--- src/rtl/logic_unit_pkg.sv ---
// ============================================================================
// Module      : logic_unit_pkg
// Description : Op encodings, parameter limits and the default-width stage
//               payload for the pipelined logic unit.
// Revision    : 1.0  initial release
// ============================================================================
`default_nettype none

package logic_unit_pkg;

    localparam int c_width_min = 8;
    localparam int c_width_def = 64;
    localparam int c_depth_min = 1;
    localparam int c_depth_max = 4;
    localparam int c_pop_w_def = $clog2(c_width_def + 1);

    typedef enum logic [2:0] {
        LOP_AND  = 3'd0,
        LOP_OR   = 3'd1,
        LOP_XOR  = 3'd2,
        LOP_NOR  = 3'd3,
        LOP_NAND = 3'd4,
        LOP_XNOR = 3'd5,
        LOP_ANDN = 3'd6,
        LOP_PASS = 3'd7
    } lu_op_e;

    // Payload carried by each stage at the default width; the top module
    // re-declares it locally so WIDTH can be overridden per instance.
    typedef struct packed {
        logic [c_width_def-1:0] res;
        logic                   zero;
        logic [c_pop_w_def-1:0] pop;
    } lu_payload_t;

endpackage

`default_nettype wire

--- src/rtl/logic_unit_if.sv ---
// ============================================================================
// Module      : logic_unit_if
// Description : Operand/result valid-ready bundle of the logic unit.
//               out_pop exists only when LOGIC_POPCOUNT_EN is defined.
// Revision    : 1.0  initial release
// ============================================================================
`default_nettype none

interface logic_unit_if #(
    parameter int WIDTH = 64
) ();
    logic             in_valid;
    logic             in_ready;
    logic [2:0]       in_op;
    logic [WIDTH-1:0] in_a;
    logic [WIDTH-1:0] in_b;
    logic             out_valid;
    logic             out_ready;
    logic [WIDTH-1:0] out_res;
    logic             out_zero;
`ifdef LOGIC_POPCOUNT_EN
    logic [$clog2(WIDTH+1)-1:0] out_pop;
`endif

    modport master (
        output in_valid, in_op, in_a, in_b, out_ready,
        input  in_ready, out_valid, out_res, out_zero
`ifdef LOGIC_POPCOUNT_EN
        , input out_pop
`endif
    );

    modport slave (
        input  in_valid, in_op, in_a, in_b, out_ready,
        output in_ready, out_valid, out_res, out_zero
`ifdef LOGIC_POPCOUNT_EN
        , output out_pop
`endif
    );
endinterface

`default_nettype wire

--- src/rtl/logic_unit_stage.sv ---
// ============================================================================
// Module      : logic_unit_stage
// Description : One valid/ready register slice; loads when empty or when
//               its current beat is taken downstream.
// Revision    : 1.0  initial release
// ============================================================================
`default_nettype none

module logic_unit_stage
    import logic_unit_pkg::*;
#(
    parameter int PW = 66
) (
    input  logic          clk,
    input  logic          rst_n,
    input  logic          i_up_valid,
    input  logic [PW-1:0] i_up_data,
    input  logic          i_dn_ready,
    output logic          o_dn_valid,
    output logic [PW-1:0] o_dn_data
);

    logic          r_valid;
    logic [PW-1:0] r_data;
    logic          w_load;

    assign w_load = ~r_valid | i_dn_ready;

    // Data only moves with a real beat so a drained stage keeps its last value.
    always_ff @(posedge clk or negedge rst_n) begin
        if (!rst_n) begin
            r_valid <= 1'b0;
            r_data  <= '0;
        end else if (w_load) begin
            r_valid <= i_up_valid;
            if (i_up_valid) begin
                r_data <= i_up_data;
            end
        end
    end

    assign o_dn_valid = r_valid;
    assign o_dn_data  = r_data;

endmodule

`default_nettype wire

--- src/rtl/logic_unit_pipe.sv ---
// ============================================================================
// Module      : logic_unit_pipe
// Description : Pipelined 8-op bitwise logic unit with zero flag; optional
//               popcount output enabled by LOGIC_POPCOUNT_EN.
// Revision    : 1.0  initial release
// ============================================================================
`default_nettype none

module logic_unit_pipe
    import logic_unit_pkg::*;
#(
    parameter int WIDTH = 64,
    parameter int DEPTH = 2
) (
    input  logic        clk,
    input  logic        rst_n,
    logic_unit_if.slave bus
);

`ifdef LOGIC_POPCOUNT_EN
    localparam int c_pop_w = $clog2(WIDTH + 1);
`endif

    typedef struct packed {
        logic [WIDTH-1:0]   res;
        logic               zero;
`ifdef LOGIC_POPCOUNT_EN
        logic [c_pop_w-1:0] pop;
`endif
    } payload_t;

    localparam int c_pw = $bits(payload_t);

    logic [WIDTH-1:0] w_res;
    payload_t         w_payload;
    payload_t         w_out;
    logic [DEPTH-1:0] w_sv;
    logic [DEPTH-1:0] w_dn_ready;
    logic [c_pw-1:0]  w_sd [DEPTH];
    logic             w_chain;

    always_comb begin
        w_res = '0;
        case (lu_op_e'(bus.in_op))
            LOP_AND:  w_res = bus.in_a & bus.in_b;
            LOP_OR:   w_res = bus.in_a | bus.in_b;
            LOP_XOR:  w_res = bus.in_a ^ bus.in_b;
            LOP_NOR:  w_res = ~(bus.in_a | bus.in_b);
            LOP_NAND: w_res = ~(bus.in_a & bus.in_b);
            LOP_XNOR: w_res = ~(bus.in_a ^ bus.in_b);
            LOP_ANDN: w_res = bus.in_a & ~bus.in_b;
            LOP_PASS: w_res = bus.in_a;
            default:  w_res = bus.in_a;
        endcase
    end

    always_comb begin
        w_payload      = '0;
        w_payload.res  = w_res;
        w_payload.zero = (w_res == '0);
`ifdef LOGIC_POPCOUNT_EN
        for (int i = 0; i < WIDTH; i++) begin
            w_payload.pop = w_payload.pop + c_pop_w'(w_res[i]);
        end
`endif
    end

    // Ready ripples from the output back: a stage can take a beat if it, or
    // any stage after it, holds a bubble, or if the sink is accepting.
    always_comb begin
        w_dn_ready = '0;
        w_chain    = bus.out_ready;
        for (int i = DEPTH - 1; i >= 0; i--) begin
            w_dn_ready[i] = w_chain;
            w_chain       = w_chain | ~w_sv[i];
        end
    end

    assign bus.in_ready = w_chain;

    generate
        for (genvar i = 0; i < DEPTH; i++) begin : g_stage
            logic            w_up_valid;
            logic [c_pw-1:0] w_up_data;

            if (i == 0) begin : g_head
                assign w_up_valid = bus.in_valid;
                assign w_up_data  = w_payload;
            end else begin : g_body
                assign w_up_valid = w_sv[i-1];
                assign w_up_data  = w_sd[i-1];
            end

            logic_unit_stage #(
                .PW (c_pw)
            ) u_stage (
                .clk        (clk),
                .rst_n      (rst_n),
                .i_up_valid (w_up_valid),
                .i_up_data  (w_up_data),
                .i_dn_ready (w_dn_ready[i]),
                .o_dn_valid (w_sv[i]),
                .o_dn_data  (w_sd[i])
            );
        end
    endgenerate

    assign w_out         = w_sd[DEPTH-1];
    assign bus.out_valid = w_sv[DEPTH-1];
    assign bus.out_res   = w_out.res;
    assign bus.out_zero  = w_out.zero;
`ifdef LOGIC_POPCOUNT_EN
    assign bus.out_pop   = w_out.pop;
`endif

endmodule

`default_nettype wire
--- src/flat_wrapper.sv ---
// flat-port wrapper written by rule: the top's interface ports become plain ports
module logic_unit_pipe_flat import logic_unit_pkg::*;
#(
    parameter int WIDTH = 64,
    parameter int DEPTH = 2
)
  (clk, rst_n, bus_in_valid, bus_in_op, bus_in_a, bus_in_b, bus_out_ready, bus_in_ready, bus_out_valid, bus_out_res, bus_out_zero);
  logic_unit_if #(.WIDTH(WIDTH)) bus_i ();
  input  logic clk;
  input  logic rst_n;
  input wire logic [$bits(bus_i.in_valid)-1:0] bus_in_valid;
  input wire logic [$bits(bus_i.in_op)-1:0] bus_in_op;
  input wire logic [$bits(bus_i.in_a)-1:0] bus_in_a;
  input wire logic [$bits(bus_i.in_b)-1:0] bus_in_b;
  input wire logic [$bits(bus_i.out_ready)-1:0] bus_out_ready;
  output wire logic [$bits(bus_i.in_ready)-1:0] bus_in_ready;
  output wire logic [$bits(bus_i.out_valid)-1:0] bus_out_valid;
  output wire logic [$bits(bus_i.out_res)-1:0] bus_out_res;
  output wire logic [$bits(bus_i.out_zero)-1:0] bus_out_zero;
  assign bus_i.in_valid = bus_in_valid;
  assign bus_i.in_op = bus_in_op;
  assign bus_i.in_a = bus_in_a;
  assign bus_i.in_b = bus_in_b;
  assign bus_i.out_ready = bus_out_ready;
  assign bus_in_ready = bus_i.in_ready;
  assign bus_out_valid = bus_i.out_valid;
  assign bus_out_res = bus_i.out_res;
  assign bus_out_zero = bus_i.out_zero;
  logic_unit_pipe #(.WIDTH(WIDTH), .DEPTH(DEPTH)) u_core (.clk(clk), .rst_n(rst_n), .bus(bus_i));
endmodule
--- config.mk ---
export PLATFORM = sky130hd
export DESIGN_NAME = logic_unit_pipe_flat
export DESIGN_NICKNAME = d
export VERILOG_FILES = /design/src/rtl/logic_unit_pkg.sv /design/src/rtl/logic_unit_if.sv /design/src/rtl/logic_unit_stage.sv /design/src/rtl/logic_unit_pipe.sv /design/src/flat_wrapper.sv
export SDC_FILE = /design/constraint.sdc
export NUM_CORES = 1
export LEC_CHECK = 0
export BUFFER_PORTS_ARGS = -buffer_cell sky130_fd_sc_hd__buf_2
export CAP_MARGIN = 20
export CORE_MARGIN = 10
export CORE_UTILIZATION = 55
export CTS_BUF_LIST = sky130_fd_sc_hd__clkbuf_8
export DETAILED_ROUTE_END_ITERATION = 8
export PLACE_DENSITY = 0.83
export SLEW_MARGIN = 20
export SYNTH_ARGS = -nofsm -noshare
export SYNTH_HDL_FRONTEND = slang
export SYNTH_HIERARCHICAL = 1
export SYNTH_SLANG_ARGS = --single-unit
--- constraint.sdc ---
create_clock -name clk -period 1.6 [get_ports clk]
set_input_delay 0.24 -clock clk [delete_from_list [all_inputs] [get_ports clk]]
set_output_delay 0.24 -clock clk [all_outputs]
set_load 0.02 [all_outputs]
; Word level (Yosys, flattened, before mapping)
; Index checks and enable logic that the tools add are counted.
[totals]
input_bits = 135
reg_bits = 132
wordCells = 28
[op_classes]
bitwise_logic = 12
n_reduce_logical = 4
eq_ne = 7
mux = 1
[ops]
columns = op, count
row1 = case mux 64 bit (8 select lines), 1
row2 = inverter 64 bit, 4
row3 = bitwise AND 64 bit, 2
row4 = zero test 64 bit, 1
row5 = OR 64 bit, 1
row6 = bitwise XOR 64 bit, 1
row7 = == test 3 bit (second input constant), 4
row8 = == test 3 x 2 -> 1 bit (second input constant), 2
row9 = AND reduction 2 bit, 2
row10 = == test 3 x 1 -> 1 bit (second input constant), 1
row11 = zero test 3 bit, 1
row12 = inverter 1 bit, 2
row13 = OR 1 bit, 2

; Logic depth before layout (Yosys ltp)
; Gate-level depths: netlist of the first run.
[logic_depth]
ltp_word = 4
depth_mapped = 13
ltp_nobuf = 10

; Hierarchy
; The synthesis of the first run kept the hierarchy.
[by_module_without_submodules]
columns = module, cells_each, area_each_um2, n_inst
row1 = logic_unit_pipe, 923, 7168.1, 1
row2 = logic_unit_stage, 141, 2727.6, 2

; Worst setup path before layout of the first run
; OpenSTA, ideal clock, no wires.
[synth_path]
kind = input to register
start = input bus_in_op[0]
end = register u_core.g_stage[0].u_stage.r_data[0]
arrival_ps = 2386
slack_ps = -851
path_buffers = 5
setup_ps = 65
cell_stages = 13
required_time_ps = 1535
path_cell_list = buf_6 > buf_6 > buf_4 > buf_2 > buf_2 > mux2i_1 > o22ai_1 > a211oi_1 > o2111ai_1 > nor4_1 > nand4_1 > nor4b_2 > mux2_2
[synth_between]
elab_chain_cells = 3
[synth_rtl]
columns = element, line
row1 = start: declaration, flat_wrapper.sv:12  ; input wire logic [$bits(bus_i.in_op)-1:0] bus_in_op;
row2 = == test 3 bit (tied with other cells), logic_unit_pipe.sv:44  ; case (lu_op_e'(bus.in_op))
row3 = case mux 64 bit (8 select lines) *, logic_unit_pipe.sv:44
row4 = zero test 64 bit *, logic_unit_pipe.sv:60  ; w_payload.zero = (w_res == '0);
row5 = net u_core.g_stage[0].w_up_data[0], logic_unit_pipe.sv:84  ; logic [c_pw-1:0] w_up_data;
row6 = end signal: assignment, logic_unit_stage.sv:37  ; r_data <= i_up_data;
row7 = end: declaration, logic_unit_stage.sv:24  ; logic [PW-1:0] r_data;
; Mark *: on every way through the listed nets, which the timed path passes. The rest lies on a longest branch.
; A chain may end at the register's enable or synchronous reset.

; Final worst setup path of the first run
[layout_path]
start = input bus_in_b[50]
end = register u_core.g_stage[0].u_stage.r_data[0]
[layout_between]
elab_chain_cells = 4
[layout_rtl]
columns = element, line
row1 = start: declaration, flat_wrapper.sv:14  ; input wire logic [$bits(bus_i.in_b)-1:0] bus_in_b;
row2 = inverter 64 bit (tied with other cells), logic_unit_pipe.sv:51  ; LOP_ANDN: w_res = bus.in_a & ~bus.in_b;
row3 = bitwise AND 64 bit (tied with other cells), logic_unit_pipe.sv:51
row4 = case mux 64 bit (8 select lines) *, logic_unit_pipe.sv:44
row5 = net u_core.g_stage[0].w_up_data[51], logic_unit_pipe.sv:84
row6 = zero test 64 bit *, logic_unit_pipe.sv:60
row7 = net u_core.g_stage[0].w_up_data[0], logic_unit_pipe.sv:84
; Marked as above.

==> results by group, run 1 <==
GRT
  – Global route overflow: 0
  – Vias in the first global route: 11586
  – Initial antenna violation count: 7
  – First-pass GRT wire length: 60.8 mm
  – GRT Total Usage: 0.260
  – Largest net degree at the start of global routing: 41

CTS
  – CTS Sinks: 132
  – Clk Latency, worst-skew pair: 0.47 ns
  – CTS Buffer Depth: 2
  – Clk slew on worst S/H paths: 0.08 ns
  – Number of CTS-inserted buffers: 17
  – CTS tree: done
  – H-Tree Depth: 4
  – Root buf cell: clkbuf_8

Logic synthesis
  – Synth warn: 6
  – Share of Yosys cell area claimed by the top area cell type: 0.262
  – Yosys reg bits: 132
  – Synth Area per Inst: 10.5 um2
  – Synth async-reset ratio: 1.00
  – Commonest cells in the netlist: ha_1, inv_1, dfrtp_1
  – Synth Cell Area: 12600 um2
  – Sequential area share after synthesis: 0.262
  – Post-synth net total: 1532
  – Post-synth EDFFs: 0
  – Cell taking the most area after synthesis: dfrtp_1
  – Cell variety after synth: 60
  – Most frequent cell after synthesis: ha_1
  – Top FF cell, synth: dfrtp_1
  – Top cells by area, synth: dfrtp_1, ha_1, mux2_4, mux2i_1, mux2_2
  – Cell count after synthesis: 1205

Placed design
  – DPL Wire Length: 28.7 mm
  – GP Congestion: 0.883
  – Port Buffer Count: 201
  – Dpl ws: -1.28 ns

Power and ir drop
  – Leakage: 0.00880 uW
  – Maximum VDD drop: 0.000497 V
  – Pwr Density: 830 nW/um2

Timing
  – Final worst slack: -0.596 ns
  – Worst Tran Pin Value: 0.540 ns
  – Final slew viol count: 0
  – Rel. slew slack: 0.640
  – Final Setup Violations: 7
  – RSZ-0062 raised after global routing: true
  – Clock skew: 0.0180 ns
  – Post-layout min period: 2.20 ns
  – Final Hold Fails: 0
  – Max Fclk: 455 MHz
  – Final period util: 1.37
  – Setup_tns: -0.781 ns

Drt
  – Routed WL per cell: 21.5 um
  – Starting DRT DRC Count: 1022
  – Vias per std cell: 5.97
  – Detail Route Antenna Nets: 0
  – Vias: 11348
  – Drc violations: 0
  – Final wirelength: 40.9 mm
  – Initial DRT Pass Iterations: 5

Worst setup path
  – Critical path class: input port to register
  – Worst Path Required: 2.00 ns
  – Crit path DAT: 2.60 ns
  – Crit Path Max Fanout: 2
  – CP Capture Type: register
  – Startpoint Class: input port

Die
  – Die area: 29400 um2
  – # IOs: 202
  – Rows: 55
  – Die height: 171 um
  – Die width: 171 um
  – Initial core utilization: 0.558
  – Core Footprint: 22600 um2

Cells and area
  – Share of post-route cells with drive strength above 1: 0.464
  – Util after Layout: 0.740
  – Multi-input gate area: 8710 um2
  – NumNets Final: 1924
  – Fill cell count: 1392
  – Area delta synth->final: 32.6%
  – Storage cell area: 3300 um2

Status
  – Failing checks: setup timing
  – Status: finished, violations left

Min path
  – HP Class: input port to register

Run
  – Max Cap Viol: 0
## cells by family after synthesis
family / Yosys count / share of synthesized area
buf+inv: 214 / 0.0885
mux: 246 / 0.256
fa+ha+maj: 192 / 0.190
compound gates: 230 / 0.127
flops: 132 / 0.262
simple gates: 191 / 0.0765
## power breakdown
part	switching, uW	total (uW)	internal, uW	leakage [uW]
Combinational	3050	6200	3160	0.00700
Clock	1610	2910	1300	0.000198
Sequential	558	4790	4230	0.00160
Total	5220	13900	8690	0.00880
## state kept, by name, indices dropped and copies added (netlist names)
signal,cells
u_core/g_stage.u_stage/o_dn_valid,2
u_core/g_stage.u_stage/o_dn_data,130
## final cells by class
class | count | share of cell area
Timing Repair Buffer | 450 | 0.205
Clock inverter | 15 | 0.00979
Clock buffer | 17 | 0.0140
Multi-Input combinational cell | 860 | 0.520
Inverter | 136 | 0.0314
Antenna cell | 6 | 0.000897
Sequential cell | 132 | 0.197
Tap cell | 285 | 0.0213
## worst max-delay path, stage by stage
cell and delay [ns]:
buf_6 0.10, inv_4 0.09, ha_4 0.21, mux2i_1 0.16, o22ai_1 0.12, a221o_1 0.31, or4bb_1 0.53, nor4_2 0.22
nand4_1 0.20, nor4b_2 0.25, mux2_4 0.17
## what timing repair did
action | in CTS | in global routing
hold endpoints to repair | 37 | 0
pin swaps | 38 | 14
cloned | 5 | 3
setup buffers | 12 | 9
endpoints found under the setup margin | 18 | 25
hold buffers | 2 | 0
gates resized for setup | 76 | 54
## cells in the final DEF (no fill, tap or decap), types with 5 or more instances in the layout
cell type	instances
ha_4	15
inv_8	5
and2_1	12
nand2b_1	7
o21ai_0	31
buf_6	15
a21boi_0	14
inv_2	15
inv_1	117
nand3_1	7
mux2i_1	68
a21oi_1	44
a221o_1	24
buf_12	16
o211ai_1	9
nand2_1	55
o21ai_1	8
o221ai_2	5
o22ai_1	19
clkbuf_8	17
buf_16	7
nor2b_1	7
buf_2	185
dfrtp_1	131
mux2_4	111
buf_4	218
ha_1	175
nor2_2	6
nor2_1	52
o21bai_1	27
o32ai_1	11
diode_2	6
mux4_2	15
mux2_2	47
a211oi_1	6
## final timing paths
path                       slack (ns)                                    start                                       to  depth (start not counted)
max                             -0.60                             bus_in_b[50]   u_core/g_stage[0].u_stage/o_dn_data[0]                         11
min                              0.10                            bus_out_ready     u_core/g_stage[1].u_stage/o_dn_valid                          3
max reg2reg                      0.07     u_core/g_stage[1].u_stage/o_dn_valid  u_core/g_stage[0].u_stage/o_dn_data[62]                          5
min reg2reg                      0.51  u_core/g_stage[1].u_stage/o_dn_data[28]  u_core/g_stage[1].u_stage/o_dn_data[28]                          1
max in group asynchronous        0.72                                    rst_n  u_core/g_stage[0].u_stage/o_dn_data[59]                          3
min in group asynchronous        0.26                                    rst_n  u_core/g_stage[1].u_stage/o_dn_data[55]                          2
## stage by stage
| step | hold slack, ns | total power [uW] | area, um2 | instances |
|---|---|---|---|---|
| floorplan | -0.0556 | 8330 | 12800 | 1205 |
| detailed placement | 0.197 | 10500 | 15400 | 1832 |
| CTS | 0.0802 | 13700 | 16400 | 1883 |
| global placement | 0.190 | 10300 | 15400 | 1832 |
| finish | 0.100 | 13900 | 16700 | 1901 |
| global route | 0.0902 | 14600 | 16700 | 1899 |
## layer usage
layer  part of all wire  up-vias  global-route usage  wire, um
li1                   -     5045                   -         -
met1               0.39     5532               0.314     15900
met2               0.49      619               0.438     20200
met3              0.077      148              0.0536      3150
met4              0.041        4               0.111      1680
met5            0.00049        -                   0        20
No activity file was read; power rests on OpenSTA's default activity.
==> inputs of run 2 (changes only) <==
- CTS_CLUSTER_SIZE: not set -> 20
- TNS_END_PERCENT: not set -> 10
==> results by group, run 2 (synthesis gave the netlist of run 1 again) <==
Status
  – Status: finished, violations left
  – Failing checks: setup timing

Power and ir drop
  – Total design power: 13900 uW
  – Maximum VDD drop: 0.000488 V
  – Pwr Density: 828 nW/um2
  – Leakage: 0.00880 uW

Drt
  – Metal-1 WL: 16.2 mm
  – Detail Route Antenna Nets: 0
  – Drc violations: 0
  – Vias per std cell: 5.96
  – Final wirelength: 41.8 mm
  – Initial DRT Pass Iterations: 7
  – Met3 Wirelength: 3.50 mm
  – Met2 WL: 20.3 mm
  – Routed WL per cell: 22.0 um
  – Vias: 11309
  – Top sig layer: met5
  – Starting DRT DRC Count: 1018

Timing
  – Final worst slack: -0.711 ns
  – Final Hold Fails: 0
  – Final period util: 1.44
  – Final Setup Violations: 6
  – Final slew viol count: 0
  – Post-layout min period: 2.31 ns
  – Rel. slew slack: 0.688
  – Max Fclk: 433 MHz
  – RSZ-0062 raised after global routing: true
  – Worst Tran Pin Value: 0.467 ns
  – Setup_tns: -0.948 ns
  – Clock skew: 0.0116 ns

GRT
  – GRT Total Usage: 0.259
  – Largest net degree at the start of global routing: 49
  – Global route overflow: 0
  – First-pass GRT wire length: 60.5 mm
  – Initial antenna violation count: 5
  – Vias in the first global route: 11394

Cells and area
  – Share of post-route cells with drive strength above 1: 0.469
  – Most common cell after layout, fill and taps aside: buf_4
  – Area delta synth->final: 32.8%
  – NumNets Final: 1923
  – Fill cell count: 1382
  – Most frequent cells in the layout: buf_4, buf_2, ha_1, dfrtp_1, inv_1
  – Max FFs per register: 130
  – Fin area: 16800 um2

Die
  – Core Footprint: 22600 um2
  – Die height: 171 um
  – Die area: 29400 um2
  – Initial core utilization: 0.558
  – # IOs: 202
  – Rows: 55
  – Die width: 171 um

CTS
  – CTS Buffer Depth: 2
  – Root buf cell: clkbuf_8
  – Clk Latency, worst-skew pair: 0.46 ns
  – Number of CTS-inserted buffers: 17
  – Clk slew on worst S/H paths: 0.09 ns
  – CTS tree: done
  – CTS Sinks: 132
  – H-Tree Depth: 4

Placed design
  – DPL Wire Length: 28.2 mm
  – Post-placement cell area: 15300 um2
  – GP Congestion: 0.917
  – Port Buffer Count: 201

Worst setup path
  – Crit path DAT: 2.71 ns
  – Startpoint Class: input port
  – Critical path class: input port to register
  – Worst Path Required: 2.00 ns
  – CP Capture Type: register
  – Crit Path Max Fanout: 16

Run
  – Max Cap Viol: 0

Min path
  – HP Class: input port to register
-- run 2: changes by cell type in the layout (fill, tap and decap cells not counted), moves of 4 or more --
cell / delta
buf_4: -4
buf_8: +5
inv_6: +4
mux2_4: -4
inv_1: -4
ha_1: -6
o21ai_0: +4
buf_2: -4
ha_2: +4
-- run 2: layout make-up --
class,count,area [um2],share of cell area
clock buffers,17,234,0.0140
repair buffers,450,3470,0.207
inverters,136,541,0.0322
diodes,4,10.0,0.000597
flip-flops and latches,132,3300,0.197
well taps,285,357,0.0213
multi-input cells,859,8700,0.519
clock inverters,15,159,0.00948
-- run 2: path summary, 6_finish.rpt --
kind                                                        start                                      end  slack [ns]  cells after the start
setup / recovery                                     bus_in_op[0]   u_core/g_stage[0].u_stage/o_dn_data[0]       -0.71                     11
hold / removal                                      bus_out_ready     u_core/g_stage[1].u_stage/o_dn_valid        0.11                      3
min in group asynchronous                                   rst_n  u_core/g_stage[0].u_stage/o_dn_data[55]        0.28                      2
hold reg to reg            u_core/g_stage[1].u_stage/o_dn_data[9]   u_core/g_stage[1].u_stage/o_dn_data[9]        0.51                      1
setup reg to reg             u_core/g_stage[1].u_stage/o_dn_valid  u_core/g_stage[0].u_stage/o_dn_data[47]        0.05                      5
max in group asynchronous                                   rst_n  u_core/g_stage[0].u_stage/o_dn_data[31]        0.67                      3
-- run 2: through the flow --
stage | util | hold slack, ns | setup WS [ns] | instances
finish | 0.741 | 0.106 | -0.711 | 1898
detailed placement | 0.677 | 0.202 | -1.29 | 1836
global route | 0.740 | 0.0891 | -0.777 | 1896
CTS | 0.721 | 0.0675 | -0.574 | 1883
floorplan | - | -0.0556 | -0.757 | 1205
global placement | 0.677 | 0.200 | -1.20 | 1836
-- run 2: per-layer routing --
layer / up-vias / track usage
met5: - / 0
met4: 4 / 0.107
met3: 158 / 0.0511
met2: 635 / 0.434
met1: 5468 / 0.318
li1: 5044 / -
-- run 2: power breakdown --
part	internal (uW)	switching, uW	total, uW	leakage, uW
Sequential	4230	593	4820	0.00160
Combinational	3160	3040	6200	0.00700
Clock	1180	1690	2870	0.000202
Total	8570	5320	13900	0.00880
-- run 2: timing repair --
action,in CTS,in global routing
endpoints found under the hold margin,39,0
resized for setup,91,79
setup buffers,9,8
pin swaps,41,22
endpoints found under the setup margin,22,16
gates cloned,4,3
hold buffers,2,0
-- run 2: critical path, stage by stage --
cell      delay, ns
buf_16         0.15
buf_8          0.14
mux2i_1        0.32
nor2_1         0.09
or3_4          0.41
nor4_4         0.31
nor4bb_4       0.34
buf_4          0.15
nand4_1        0.12
nor4b_2        0.23
mux2_4         0.18
==> inputs of run 3 (changes only) <==
--- a/config.mk
+++ b/config.mk
@@ -9,9 +9,9 @@
 export CAP_MARGIN = 20
 export CORE_MARGIN = 10
-export CORE_UTILIZATION = 55
+export CORE_UTILIZATION = 40
 export CTS_BUF_LIST = sky130_fd_sc_hd__clkbuf_8
 export CTS_CLUSTER_SIZE = 20
 export DETAILED_ROUTE_END_ITERATION = 8
-export PLACE_DENSITY = 0.83
+export PLACE_DENSITY = 0.65
 export SLEW_MARGIN = 20
 export SYNTH_ARGS = -nofsm -noshare
==> constraint.sdc (replaced) <==
create_clock -name clk -period 1.6 [get_ports clk]
set_input_delay 0.16 -clock clk [delete_from_list [all_inputs] [get_ports clk]]
set_output_delay 0.16 -clock clk [all_outputs]
set_load 0.02 [all_outputs]
==> results by group, run 3 (synthesis gave the netlist of run 1 again) <==
Status
  – Status: finished, violations left
  – Failing checks: setup timing

Placed design
  – Port Buffer Count: 201
  – GP Congestion: 0.851
  – DPL Wire Length: 29.7 mm
  – Dpl ws: -1.14 ns

Worst setup path
  – CP cell instances: buf_16 > buf_6 > inv_8 > buf_12 > buf_16 > buf_4 > a21boi_2 > o22ai_1 > a221o_1 > or4_4 > nor4_2 > nor4b_2 > mux2_4
  – Crit Path Max Fanout: 7
  – CP most frequent cell: buf_16
  – CP Capture Type: register
  – CP peak stage delay: 0.56 ns
  – Number of buffers and inverters on the critical path: 6
  – R2R cell count: 5
  – Worst path depth: 13
  – Critical path's slowest cell: or4_4
  – Delay-heaviest family, CP: simple AND/OR/NAND/NOR gates
  – Worst Path Required: 2.02 ns
  – Startpoint Class: input port
  – Crit path DAT: 2.53 ns
  – Critical path class: input port to register

Drt
  – Final wirelength: 37.7 mm
  – Detail Route Antenna Nets: 0
  – Drc violations: 0
  – Vias per std cell: 5.13
  – Starting DRT DRC Count: 502
  – Initial DRT Pass Iterations: 5
  – Vias: 10288
  – Routed WL per cell: 18.8 um

Power and ir drop
  – Pwr Density: 836 nW/um2
  – Internal power: 8880 uW
  – Net Sw Power: 4990 uW
  – Leakage: 0.00873 uW
  – Switching Share: 0.360
  – Flop pwr share: 0.346
  – Clock power share: 0.227
  – Power share of the combinational group: 0.426
  – Maximum VDD drop: 0.000474 V

Timing
  – Clock skew: 0.0155 ns
  – Max Fclk: 474 MHz
  – Final Hold Fails: 0
  – Final slew viol count: 0
  – Hold WS: 0.183 ns
  – Rel. slew slack: 0.598
  – Worst Tran Pin Value: 0.602 ns
  – RSZ-0062 raised after global routing: true
  – Final Setup Violations: 1
  – Post-layout min period: 2.11 ns
  – Final worst slack: -0.511 ns
  – Final period util: 1.32

GRT
  – Largest net degree at the start of global routing: 45
  – GRT Total Usage: 0.191
  – First-pass GRT wire length: 58.7 mm
  – Initial antenna violation count: 5
  – Global route overflow: 0
  – Vias in the first global route: 10708

Die
  – Initial core utilization: 0.409
  – Core Footprint: 30800 um2
  – Rows: 64
  – Die height: 198 um
  – Die area: 39100 um2
  – # IOs: 202
  – Die width: 198 um

CTS
  – CTS Buffer Depth: 2
  – CTS Sinks: 132
  – H-Tree Depth: 4
  – Clk Latency, worst-skew pair: 0.47 ns
  – Clk slew on worst S/H paths: 0.09 ns
  – Number of CTS-inserted buffers: 17
  – CTS tree: done
  – Root buf cell: clkbuf_8

Min path
  – HP Class: input port to async pin

Run
  – Max Cap Viol: 0

Cells and area
  – Fill cell count: 2744
  – Most frequent cells in the layout: buf_4, buf_2, ha_1, dfrtp_1, inv_1
  – Area delta synth->final: 31.3%
  – NumNets Final: 1922
  – Share of post-route cells with drive strength above 1: 0.443
  – Most common cell after layout, fill and taps aside: buf_4
  – Max FFs per register: 130
-- run 3: changes by cell type in the layout (fill, tap and decap cells not counted), moves of 5 or more --
cell / delta
buf_2: +5
buf_6: +5
buf_8: -6
ha_1: +13
ha_4: -9
inv_1: +10
inv_2: -7
nor2_1: +7
nor2_2: -7
-- run 3: metrics by stage --
step / instances / util / total power [uW] / cell area [um2] / TNS [ns]
floorplan: 1205 / - / 8290 / 12700 / -4.33
global placement: 1951 / 0.502 / 10400 / 15500 / -18.07
detailed placement: 1951 / 0.502 / 10600 / 15500 / -19.60
CTS: 2001 / 0.534 / 14000 / 16500 / -0.483
global route: 2005 / 0.538 / 14700 / 16600 / -0.583
finish: 2007 / 0.538 / 13900 / 16600 / -0.511
-- run 3: final timing paths --
check	startpoint	to	slack (ns)
max	bus_in_op[0]	u_core/g_stage[0].u_stage/o_dn_data[0]	-0.51
min	rst_n	u_core/g_stage[1].u_stage/o_dn_data[53]	0.18
max reg2reg	u_core/g_stage[1].u_stage/o_dn_valid	u_core/g_stage[0].u_stage/o_dn_data[34]	0.06
min reg2reg	u_core/g_stage[0].u_stage/o_dn_data[64]	u_core/g_stage[0].u_stage/o_dn_data[64]	0.51
max in group asynchronous	rst_n	u_core/g_stage[0].u_stage/o_dn_data[29]	0.80
min in group clk	bus_in_a[7]	u_core/g_stage[0].u_stage/o_dn_data[8]	0.24
-- run 3: power by group through the flow --
| stage | Combinational [uW] | Sequential, uW | Clock, uW |
|---|---|---|---|
| after floorplan | 2910 | 5370 | 0 |
| after global placement | 5560 | 4850 | 0 |
| after detailed placement | 5680 | 4880 | 0 |
| after CTS | 5900 | 4820 | 3240 |
| after global routing | 6360 | 4930 | 3380 |
| final | 5910 | 4800 | 3150 |
-- run 3: area by class of cell --
| type | count | area (um2) | area share |
|---|---|---|---|
| inverters | 136 | 531 | 0.0320 |
| multi-input cells | 859 | 8490 | 0.512 |
| repair buffers | 449 | 3320 | 0.200 |
| flip-flops and latches | 132 | 3300 | 0.199 |
| well taps | 396 | 495 | 0.0299 |
| clock buffers | 17 | 234 | 0.0141 |
| clock inverters | 15 | 194 | 0.0117 |
| diodes | 3 | 7.51 | 0.000453 |
-- run 3: worst reg2reg max path, delay by kind of cell (launching register included) --
| family | cells | cell delay, ns |
|---|---|---|
| AND/OR/NAND/NOR | 3 | 0.36 |
| flip-flops | 1 | 0.43 |
| buffers and inverters | 1 | 0.25 |
| multiplexers | 1 | 0.36 |
-- run 3: per-layer routing --
layer	global-route usage	vias to the layer above	share of wire
li1	-	5048	-
met1	0.241	4958	0.45
met2	0.324	244	0.48
met3	0.0417	30	0.055
met4	0.0438	8	0.012
met5	0	-	0.0013
-- run 3: repair_timing --
action                                  in CTS  in global routing
endpoints found under the hold margin       50                  0
resized for setup                           81                 27
pin swaps                                   31                 12
hold buffers                                 3                  0
endpoints found under the setup margin       3                  7
buffers inserted                            12                  3
gates cloned                                 3                  0
